$ cat src/rtl/rx_line_buffer.sv
`default_nettype none
// ============================================================================
// Module      : rx_line_buffer
// Description : Captures UART receive bytes into a small RAM until a line
//               terminator arrives, then holds the line for a consumer that
//               reads it through a registered addr -> data port and releases
//               it with line_ack.
// Revision    : 1.0 - initial release
// ============================================================================
module rx_line_buffer #(
    parameter int         DEPTH  = 16,
    parameter int         ADDR_W = 4,
    parameter logic [7:0] TERM   = 8'h0D,
    parameter logic [7:0] SKIP   = 8'h0A
) (
    input  logic              clk,
    input  logic              rst_n,
    input  logic [7:0]        rx_data,
    input  logic              rx_valid,
    input  logic [ADDR_W-1:0] rd_addr,
    output logic [7:0]        rd_data,
    output logic              line_ready,
    output logic [ADDR_W:0]   line_len,
    output logic              overflow,
    output logic              overrun,
    input  logic              line_ack
);

    // Full-buffer count; DEPTH is a power of two so this is 1 << ADDR_W.
    localparam logic [ADDR_W:0] DEPTH_CNT = {1'b1, {ADDR_W{1'b0}}};
    localparam logic [ADDR_W:0] PTR_ONE   = {{ADDR_W{1'b0}}, 1'b1};
    localparam logic [7:0]      BLANK     = 8'h20;

    typedef enum logic [1:0] {
        ST_COLLECT = 2'd0,
        ST_DISCARD = 2'd1,
        ST_READY   = 2'd2
    } state_t;

    state_t            state;
    state_t            state_nxt;
    logic [ADDR_W:0]   wr_ptr;
    logic [ADDR_W:0]   wr_ptr_nxt;
    logic              ready_nxt;
    logic [ADDR_W:0]   len_nxt;
    logic              ovf_nxt;
    logic              ovr_nxt;
    logic [ADDR_W:0]   base_ptr;
    logic              do_collect;
    logic              mem_we;
    logic [7:0]        mem [DEPTH];
    logic              is_term;
    logic              is_skip;

    assign is_term = (rx_data == TERM);
    assign is_skip = (rx_data == SKIP);

    // Next-state and datapath decisions. An ack that coincides with a byte
    // processes that byte as if collecting from an empty buffer.
    always_comb begin
        state_nxt  = state;
        wr_ptr_nxt = wr_ptr;
        ready_nxt  = line_ready;
        len_nxt    = line_len;
        ovf_nxt    = overflow;
        ovr_nxt    = overrun;
        base_ptr   = wr_ptr;
        do_collect = 1'b0;
        mem_we     = 1'b0;

        case (state)
            ST_COLLECT: begin
                do_collect = rx_valid;
            end
            ST_DISCARD: begin
                if (rx_valid && is_term) begin
                    len_nxt   = DEPTH_CNT;
                    ready_nxt = 1'b1;
                    state_nxt = ST_READY;
                end
            end
            ST_READY: begin
                if (line_ack) begin
                    state_nxt  = ST_COLLECT;
                    ready_nxt  = 1'b0;
                    ovf_nxt    = 1'b0;
                    ovr_nxt    = 1'b0;
                    wr_ptr_nxt = '0;
                    base_ptr   = '0;
                    do_collect = rx_valid;
                end else if (rx_valid && !is_skip) begin
                    ovr_nxt = 1'b1;
                end
            end
            default: begin
                state_nxt = ST_COLLECT;
            end
        endcase

        if (do_collect && !is_skip) begin
            if (is_term) begin
                // An empty line (terminator with nothing stored) is ignored.
                if (base_ptr != '0) begin
                    len_nxt   = base_ptr;
                    ready_nxt = 1'b1;
                    state_nxt = ST_READY;
                end
            end else if (base_ptr != DEPTH_CNT) begin
                mem_we     = 1'b1;
                wr_ptr_nxt = base_ptr + PTR_ONE;
            end else begin
                ovf_nxt   = 1'b1;
                state_nxt = ST_DISCARD;
            end
        end
    end

    // State register.
    always_ff @(posedge clk) begin
        if (!rst_n) begin
            state <= ST_COLLECT;
        end else begin
            state <= state_nxt;
        end
    end

    // Write pointer, status outputs and the registered read port.
    always_ff @(posedge clk) begin
        if (!rst_n) begin
            wr_ptr     <= '0;
            line_ready <= 1'b0;
            line_len   <= '0;
            overflow   <= 1'b0;
            overrun    <= 1'b0;
            rd_data    <= BLANK;
        end else begin
            wr_ptr     <= wr_ptr_nxt;
            line_ready <= ready_nxt;
            line_len   <= len_nxt;
            overflow   <= ovf_nxt;
            overrun    <= ovr_nxt;
            rd_data    <= ({1'b0, rd_addr} < line_len) ? mem[rd_addr] : BLANK;
        end
    end

    // Line storage; contents survive reset, only the pointers are cleared.
    always_ff @(posedge clk) begin
        if (rst_n && mem_we) begin
            mem[base_ptr[ADDR_W-1:0]] <= rx_data;
        end
    end

endmodule
`default_nettype wire

$ cat config.mk
export PLATFORM = sky130hd
export DESIGN_NAME = rx_line_buffer
export DESIGN_NICKNAME = d
export VERILOG_FILES = /design/src/rtl/rx_line_buffer.sv
export SDC_FILE = /design/constraint.sdc
export NUM_CORES = 1
export LEC_CHECK = 0
export ABC_AREA = 1
export BUFFER_PORTS_ARGS = -buffer_cell sky130_fd_sc_hd__buf_2
export CAP_MARGIN = 40
export CORE_MARGIN = 4
export CORE_UTILIZATION = 35
export CTS_CLUSTER_DIAMETER = 150
export DETAILED_ROUTE_END_ITERATION = 16
export MAX_ROUTING_LAYER = met4
export PLACE_DENSITY = 0.52
export SKIP_CTS_REPAIR_TIMING = 1
export SYNTH_ARGS = -nofsm -noshare
export SYNTH_HDL_FRONTEND = slang
export SYNTH_SLANG_ARGS = --single-unit
$ cat constraint.sdc
create_clock -name clk -period 3.07 [get_ports clk]
set_clock_uncertainty 0.1 [all_clocks]
set_input_delay 0.1535 -clock clk [delete_from_list [all_inputs] [get_ports clk]]
set_output_delay 0.1535 -clock clk [all_outputs]
set_load 0.05 [all_outputs]
==> tab_implementation.tex, run 1 <==
\begin{tabular}{lr}
\hline
Metric & Value \\
\hline
\multicolumn{2}{l}{\textbf{Synth}} \\
Fraction of synthesized cell area in xor and xnor cells & 0.1372\% \\
Synth Area per Inst & 10.84 sq um \\
Combinational family with the most area after synthesis & simple AND/OR/NAND/NOR gates \\
Dominant cell type by area after synthesis & sky130\_fd\_sc\_hd\_\_edfxtp\_1 \\
Compound-gate portion of the synthesized area & 6.663\% \\
Share of cell area taken by muxes after synthesis & 0\% \\
Synthesized-area fraction occupied by adder cells & 2.156\% \\
Top area cells in the synthesized netlist & sky130\_fd\_sc\_hd\_\_edfxtp\_1 60\%, sky130\_fd\_sc\_hd\_\_nor2\_1 7.3\%, sky130\_fd\_sc\_hd\_\_dfxtp\_1 7.2\% \\
Post-synthesis sequential area ratio & 67.41\% \\
Most instantiated library cell after synthesis & sky130\_fd\_sc\_hd\_\_edfxtp\_1 \\
Top cell type's share of synthesized area & between 60 and 70\% \\
Post-synthesis instance area & between 6000 and 7000 sq um \\
Gate Count Post-Synth & between 500 and 600 \\
Cell types with the highest counts after synthesis & 128 x sky130\_fd\_sc\_hd\_\_edfxtp\_1, 125 x sky130\_fd\_sc\_hd\_\_nor2\_1, 72 x sky130\_fd\_sc\_hd\_\_nand3\_1 \\
Synth Area in Simple Gates & between 10\% and 20\% \\
Asr flop ratio synth & 0\% \\
Number of distinct standard cells referenced by the synthesized netlist & 29 \\
Number of synthesized register bits & 151 \\
Number of synthesis warnings & 0 \\
Synth Net Count & between 600 and 700 \\
Number of enable flip-flop cells after synthesis & between 100 and 150 \\
Main flop type after synthesis & sky130\_fd\_sc\_hd\_\_edfxtp\_1 \\
\multicolumn{2}{l}{\textbf{Clock tree}} \\
Worst skew pair latency & approximately 0.42 ns \\
TritonCTS clock tree & done \\
Total clock sinks & 151 \\
Bufs on Longest Clock Path & 2 \\
CTS clock-pin slew for the worst setup and hold paths & 0.06 ns \\
CTS Root Buffer Type & sky130\_fd\_sc\_hd\_\_clkbuf\_16 \\
H-Tree Depth & 4 \\
Number of clock buffers inserted by TritonCTS & 17 \\
\multicolumn{2}{l}{\textbf{Power}} \\
Combinational fraction of design power & 6.9\% \\
P\_int & 3.521 mW \\
Static leakage & 2.733 nW \\
Clock share of power & 43.8\% \\
Switching Fraction & a little under a quarter \\
Power share of the sequential group & between 40\% and 50\% \\
Power per standard cell area & a little over 600 nW/um\^{}2 \\
Peak VDD IR & a little over 0.4 mV \\
NetSw & approximately 1.0 mW \\
\multicolumn{2}{l}{\textbf{GRT}} \\
Vias in the first global route & 4244 \\
Overall routing resource usage & roughly 17\% \\
Total global routing overflow & 0 \\
First-pass GRT wire length & 25070 um \\
Largest net degree at the start of global routing & 65 \\
Antenna violations before repair & 0 \\
\multicolumn{2}{l}{\textbf{Route}} \\
Routed length per placed instance & 18.91 um \\
Average via count per standard cell & 5.090 \\
Vias & 4515 \\
Iteration-0 DRC Markers & 357 \\
Wire length after detailed routing & 16780 um \\
DRC Markers & 0 \\
Iteration count of the initial detailed-routing pass & 5 \\
Routed Antenna Nets & 0 \\
\multicolumn{2}{l}{\textbf{Timing}} \\
Slew HR & 59.60\% \\
Setup repair after global routing missed its margin & false \\
Final count of negative-setup-slack endpoints & 0 \\
Tightest Pin Transition & 0.6059 ns \\
Max-slew violation count & 0 \\
Final-report hold violation count & 0 \\
Clock period minus final worst setup slack & about 2.8 ns \\
Setup TNS & 0 ns \\
Peak clock frequency supported by timing & 355.1 MHz \\
Final worst-path cycle share & 91.72\% \\
\multicolumn{2}{l}{\textbf{Finish}} \\
Growth of design area from synthesis to finish & 18.19\% \\
Number of diodes & 0 \\
Utilization of the core after routing & roughly 42\% \\
Footprint of the multi-input gates & 1833 sq um \\
Fraction of final layout cells with drive strength greater than 1 & 15.35\% \\
Sequential cell area in the final layout & around 4300 sq um \\
Final nets & 672 \\
Fill cell total of the finished layout & between 1500 and 2000 \\
Finished Layout Cells & 887 \\
\multicolumn{2}{l}{\textbf{Worst setup path}} \\
Crit-path slowest cell & sky130\_fd\_sc\_hd\_\_nor3\_2 \\
Critical path startpoint category & register \\
Biggest cell delay along the critical path & roughly 0.5 ns \\
Number of buffer and inverter instances along the worst setup path & 1 \\
Beginning of the critical path & state[0] \\
Required time at the endpoint of the critical path & 3.02 ns \\
Biggest fanout along the worst timing path & 16 \\
Worst endpoint data arrival time & 2.76 ns \\
Cells along the critical path & inv\_1 -> ha\_1 -> nand2\_2 -> nand2\_1 -> ha\_1 -> nand2\_1 -> nor2\_2 -> nor2\_8 -> nand2\_4 -> nor3\_2 \\
Worst Setup Path Type & register to register \\
Setup crit end kind & register \\
Top Family by Delay on Critical Path & simple AND/OR/NAND/NOR gates \\
FF-to-FF Start & state[0] \\
Depth of the critical timing path with buffers and inverters included & 10 \\
Reg2reg path depth & 10 \\
\multicolumn{2}{l}{\textbf{Run}} \\
Max Cap Viol & 0 \\
\multicolumn{2}{l}{\textbf{Floorplan}} \\
Width of the die & $\sim$140 um \\
Y dimension of the die & about 140 um \\
Io pins & 32 \\
\# rows & 49 \\
Starting density of the core & a little over a third \\
CORE AREA & approximately 18000 sq um \\
Area of the die & 20470 sq um \\
\multicolumn{2}{l}{\textbf{Worst hold path}} \\
Startpoint of the lowest-slack hold path & rx\_data[0] \\
Worst hold path depth & 1 \\
Hold Path Class & primary input to register \\
\multicolumn{2}{l}{\textbf{Placed design}} \\
Number of input and output port buffers inserted & 31 \\
Detailed placer's ending HPWL & 11470 um \\
Cell count after placement & roughly 850 \\
Weighted congestion at the end of routability-driven global placement & about 0.9 \\
\multicolumn{2}{l}{\textbf{Run status}} \\
Outcome & complete, no violations \\
\hline
\end{tabular}
-- routing by layer --
layer  track usage, %  wire length, um  vias to the layer above
li1                 -                -                     2156
met1            23.57             7732                     2138
met2            25.25             7464                      197
met3            4.990             1276                       24
met4            5.603              303                        0
met5                -                0                        -
-- stage by stage --
stage	total power [mW]	hold WS [ns]	cell area [sq um]	setup WS, ns
floorplan	2.465	0.1524	6385	0.3330
global placement	2.597	0.3433	6922	0.4269
detailed placement	2.599	0.3454	6922	0.3181
CTS	4.582	-0.06023	7486	0.3018
global route	4.717	0.04746	7546	0.1250
finish	4.558	0.05135	7546	0.2541
-- path summary, 6_finish.rpt --
| check | to | slack [ns] |
|---|---|---|
| max | mem[6][5] | 0.25 |
| min | mem[0][0] | 0.05 |
| max reg2reg | mem[6][5] | 0.25 |
| min reg2reg | line_len[3] | 0.40 |
-- cell families (layout without fill, tap and decap cells) --
family / Yosys count / count (layout)
buffers and inverters: 61 / 130
adder cells (fa/ha/maj): 11 / 11
XOR/XNOR: 1 / 1
AO/OA/AOI/OAI: 83 / 83
flip-flops: 151 / 151
AND/OR/NAND/NOR: 282 / 282
-- cells in the final DEF, fill, tap and decap left out, types with 2 or more instances in the layout --
| cell | n |
|---|---|
| sky130_fd_sc_hd__inv_6 | 2 |
| sky130_fd_sc_hd__nand2_1 | 54 |
| sky130_fd_sc_hd__edfxtp_1 | 128 |
| sky130_fd_sc_hd__buf_4 | 26 |
| sky130_fd_sc_hd__inv_1 | 29 |
| sky130_fd_sc_hd__nor3_2 | 3 |
| sky130_fd_sc_hd__inv_2 | 4 |
| sky130_fd_sc_hd__nor2_8 | 2 |
| sky130_fd_sc_hd__nand4_1 | 6 |
| sky130_fd_sc_hd__nor2_1 | 125 |
| sky130_fd_sc_hd__clkinvlp_4 | 4 |
| sky130_fd_sc_hd__nor2_2 | 4 |
| sky130_fd_sc_hd__ha_1 | 11 |
| sky130_fd_sc_hd__buf_2 | 31 |
| sky130_fd_sc_hd__clkinv_1 | 3 |
| sky130_fd_sc_hd__o21ai_0 | 55 |
| sky130_fd_sc_hd__a21oi_1 | 18 |
| sky130_fd_sc_hd__bufinv_16 | 2 |
| sky130_fd_sc_hd__nand3_1 | 72 |
| sky130_fd_sc_hd__dfxtp_1 | 23 |
| sky130_fd_sc_hd__clkbuf_16 | 17 |
| sky130_fd_sc_hd__o21ai_1 | 6 |
| sky130_fd_sc_hd__dlygate4sd3_1 | 6 |
| sky130_fd_sc_hd__nand2_4 | 2 |
| sky130_fd_sc_hd__clkbuf_1 | 4 |
| sky130_fd_sc_hd__nor3_1 | 12 |
-- flip-flops by register name, summed over array words and instances, names as in the netlist --
signal      flops
line_ready      1
line_len        5
overrun         1
mem           128
state           2
rd_data         8
overflow        1
wr_ptr          5
-- power groups by stage --
stage               Combinational [mW]  Sequential (mW)  Clock, mW
finish                           0.317             2.25       1.99
global placement                 0.307             2.29          0
global route                     0.345             2.25       2.13
detailed placement               0.310             2.29          0
CTS                              0.311             2.25       2.03
floorplan                        0.159             2.31          0
-- final cells by class --
| class | instances | area share (%) |
|---|---|---|
| Sequential cell | 151 | 57.04 |
| Clock buffer | 21 | 5.837 |
| Inverter | 34 | 1.691 |
| Tap cell | 229 | 3.797 |
| Clock inverter | 11 | 1.642 |
| Timing Repair Buffer | 64 | 5.704 |
| Multi-Input combinational cell | 377 | 24.29 |
Note: power is estimated with default switching activity, not from simulation.
==> inputs of run 2 (changes only) <==
==> constraint.sdc (replaced) <==
create_clock -name clk -period 2.83 [get_ports clk]
set_clock_uncertainty 0.1 [all_clocks]
set_input_delay 0.1415 -clock clk [delete_from_list [all_inputs] [get_ports clk]]
set_output_delay 0.1415 -clock clk [all_outputs]
set_load 0.05 [all_outputs]
==> run 2 against run 1 <==
  * Routed wire length about the same
  * Combinational power up 8.2%
  * Critical endpoint is now mem[1][4]
  * Non-clock buffer count down 2
  * Global-route usage up 0.074 points
  * Largest power group unchanged
  * Final area up 0.81%
  * Total power up 14%
  * Critical path type unchanged
  * Largest cell class unchanged
  * Count of clock-buffer cells in the layout down 1
  * Clock power up 21%
==> tab_implementation.tex, run 2 (synthesis gave the netlist of run 1 again) <==
\begin{tabular}{lr}
\hline
Metric & Value \\
\hline
\multicolumn{2}{l}{\textbf{Finish}} \\
Footprint of the multi-input gates & 1843 sq um (+0.55\%) \\
Finished Layout Cells & 885 (-0.23\%) \\
Final nets & 670 (-0.30\%) \\
Most frequent cells in the layout & 128 x sky130\_fd\_sc\_hd\_\_edfxtp\_1, 125 x sky130\_fd\_sc\_hd\_\_nor2\_1, 72 x sky130\_fd\_sc\_hd\_\_nand3\_1 \\
Sequential cell area in the final layout & 4304 sq um (unchanged) \\
Commonest non-fill, non-tap cell in the layout & sky130\_fd\_sc\_hd\_\_edfxtp\_1 \\
Fill cell total of the finished layout & 1689 (+0.059\%) \\
Number of diodes & 0 (unchanged) \\
Growth of design area from synthesis to finish & 19.15\% \\
Max FFs per register & 128 (unchanged) \\
Fraction of final layout cells with drive strength greater than 1 & 16.16\% (+0.81 points) \\
\multicolumn{2}{l}{\textbf{Worst setup path}} \\
FF-to-FF Start & state[0] \\
Worst Setup Path Type & register to register \\
Setup crit end kind & register \\
Reg-to-reg slack, setup & 0.23 ns (-0.02 ns) \\
Depth of the critical timing path with buffers and inverters included & 11 (+1) \\
Required time at the endpoint of the critical path & 2.85 ns (-0.17 ns) \\
Top Family by Delay on Critical Path & simple AND/OR/NAND/NOR gates \\
Crit-path slowest cell & sky130\_fd\_sc\_hd\_\_dfxtp\_1 \\
Number of buffer and inverter instances along the worst setup path & 2 (+1) \\
Reg-to-Reg End & mem[1][4] \\
Critical path startpoint category & register \\
Reg2reg path depth & 11 (+1) \\
Biggest fanout along the worst timing path & 16 (unchanged) \\
Cells along the critical path & inv\_1 -> ha\_1 -> nand2\_4 -> nand2\_1 -> ha\_1 -> nand2\_1 -> nor2\_2 -> nor2\_8 -> nand2\_4 -> nor3\_1 -> buf\_4 \\
Biggest cell delay along the critical path & 0.38 ns (-0.12 ns) \\
Worst endpoint data arrival time & 2.62 ns (-0.14 ns) \\
\multicolumn{2}{l}{\textbf{Power}} \\
Static leakage & 2.765 nW (+1.2\%) \\
Peak VDD IR & 0.4097 mV (about the same) \\
Total power & 5.185 mW (+14\%) \\
Power per standard cell area & 681.5 nW/um\^{}2 (+13\%) \\
\multicolumn{2}{l}{\textbf{Timing}} \\
Final count of negative-setup-slack endpoints & 0 (unchanged) \\
Peak clock frequency supported by timing & 384.7 MHz (+8.3\%) \\
Setup repair after global routing missed its margin & false \\
Clock period minus final worst setup slack & 2.600 ns (-0.2163 ns) \\
Slew HR & 59.94\% (+0.34 points) \\
Setup TNS & 0 ns (unchanged) \\
Final-report hold violation count & 0 (unchanged) \\
Max-slew violation count & 0 (unchanged) \\
Tightest Pin Transition & 0.6008 ns (-0.005098 ns) \\
Final worst-path cycle share & 91.86\% (+0.14 points) \\
Min Hold Slack & 0.008693 ns (-0.04266 ns) \\
\multicolumn{2}{l}{\textbf{Clock tree}} \\
CTS Root Buffer Type & sky130\_fd\_sc\_hd\_\_clkbuf\_16 \\
CTS clock-pin slew for the worst setup and hold paths & 0.06 ns (about the same) \\
Number of clock buffers inserted by TritonCTS & 17 (unchanged) \\
Total clock sinks & 151 (unchanged) \\
Bufs on Longest Clock Path & 2 (unchanged) \\
TritonCTS clock tree & done \\
Worst skew pair latency & 0.42 ns (about the same) \\
H-Tree Depth & 4 (unchanged) \\
\multicolumn{2}{l}{\textbf{Floorplan}} \\
Starting density of the core & 35.54\% (unchanged) \\
Io pins & 32 (unchanged) \\
Width of the die & 143.1 um (unchanged) \\
CORE AREA & 17960 sq um (unchanged) \\
Y dimension of the die & 143.1 um (unchanged) \\
Area of the die & 20470 sq um (unchanged) \\
\# rows & 49 (unchanged) \\
\multicolumn{2}{l}{\textbf{Worst hold path}} \\
WHS Endpoint & overrun \\
Worst hold path depth & 4 (+3) \\
Hold Path Class & primary input to register \\
Startpoint of the lowest-slack hold path & line\_ack \\
\multicolumn{2}{l}{\textbf{Route}} \\
Routed Antenna Nets & 0 (unchanged) \\
DRC Markers & 0 (unchanged) \\
Vias & 4528 (+0.29\%) \\
Iteration-0 DRC Markers & 445 (+25\%) \\
Wire length after detailed routing & 16760 um (about the same) \\
Average via count per standard cell & 5.116 (+0.51\%) \\
Iteration count of the initial detailed-routing pass & 6 (+1) \\
Routed length per placed instance & 18.94 um (+0.15\%) \\
\multicolumn{2}{l}{\textbf{Placed design}} \\
Detailed placer's ending HPWL & 11410 um (-0.52\%) \\
Weighted congestion at the end of routability-driven global placement & 0.8844 (-0.34\%) \\
Cell count after placement & 850 (+0.12\%) \\
Number of input and output port buffers inserted & 31 (unchanged) \\
\multicolumn{2}{l}{\textbf{Run status}} \\
Outcome & complete, no violations \\
\multicolumn{2}{l}{\textbf{GRT}} \\
First-pass GRT wire length & 25360 um (+1.2\%) \\
Vias in the first global route & 4269 (+0.59\%) \\
Antenna violations before repair & 0 (unchanged) \\
Overall routing resource usage & 17.45\% (+0.074 points) \\
Total global routing overflow & 0 (unchanged) \\
Largest net degree at the start of global routing & 65 (unchanged) \\
\multicolumn{2}{l}{\textbf{Run}} \\
Max Cap Viol & 0 (unchanged) \\
\hline
\end{tabular}
[run 2: cell count changes in the layout (fill, tap and decap cells not counted), sizes merged]
cell and change:
buf +1, bufinv +3, clkbuf -1, clkinv -1, clkinvlp +1, dlygate4sd3 -3, inv -2
[run 2: power breakdown]
part / total [mW] / switching, mW / internal (mW)
logic: 0.343 / 0.254 / 0.0892
clock network: 2.40 / 0.843 / 1.56
registers: 2.44 / 0.00576 / 2.43
[run 2: final cells by class]
type                            instances  share of cell area (%)
Tap cell                              229                   3.766
Sequential cell                       151                   56.58
Multi-Input combinational cell        377                   24.23
Inverter                               34                   1.678
Timing Repair Buffer                   62                   5.362
Clock buffer                           20                   5.740
Clock inverter                         12                   2.648
[run 2: per-layer routing]
metal	track usage, %	part of all wire, %	vias to the layer above
li1	-	-	2154
met1	24.47	47	2163
met2	24.73	43	183
met3	4.454	7.6	28
met4	5.853	2.2	0
met5	-	0	-
[run 2: how the worst max path moves through the flow]
| stage | start | to | slack (ns) |
|---|---|---|---|
| 2_1_floorplan | state[0] | mem[4][0] | 0.09 |
| 3_3_place_gp | state[0] | mem[0][5] | 0.25 |
| 3_5_place_dp | state[0] | mem[1][6] | 0.20 |
| 4_1_cts | state[0] | mem[1][4] | 0.19 |
| 5_1_grt | state[0] | mem[1][4] | 0.03 |
| 6_report | state[0] | mem[1][4] | 0.23 |
[run 2: worst reg2reg max path, stage by stage (launching register included)]
cell	delay, ns
sky130_fd_sc_hd__dfxtp_1	0.38
sky130_fd_sc_hd__inv_1	0.09
sky130_fd_sc_hd__ha_1	0.27
sky130_fd_sc_hd__nand2_4	0.14
sky130_fd_sc_hd__nand2_1	0.12
sky130_fd_sc_hd__ha_1	0.23
sky130_fd_sc_hd__nand2_1	0.15
sky130_fd_sc_hd__nor2_2	0.09
sky130_fd_sc_hd__nor2_8	0.15
sky130_fd_sc_hd__nand2_4	0.18
sky130_fd_sc_hd__nor3_1	0.21
sky130_fd_sc_hd__buf_4	0.21
[run 2: metrics by stage]
step / utilization (%) / setup WS (ns) / instance area, sq um
6_report: 42.35 / 0.2304 / 7607
3_5_place_dp: 38.57 / 0.2026 / 6929
5_1_grt: 42.35 / 0.02597 / 7607
3_3_place_gp: 38.57 / 0.2462 / 6929
2_1_floorplan: - / 0.09302 / 6385
4_1_cts: 42.13 / 0.1884 / 7567
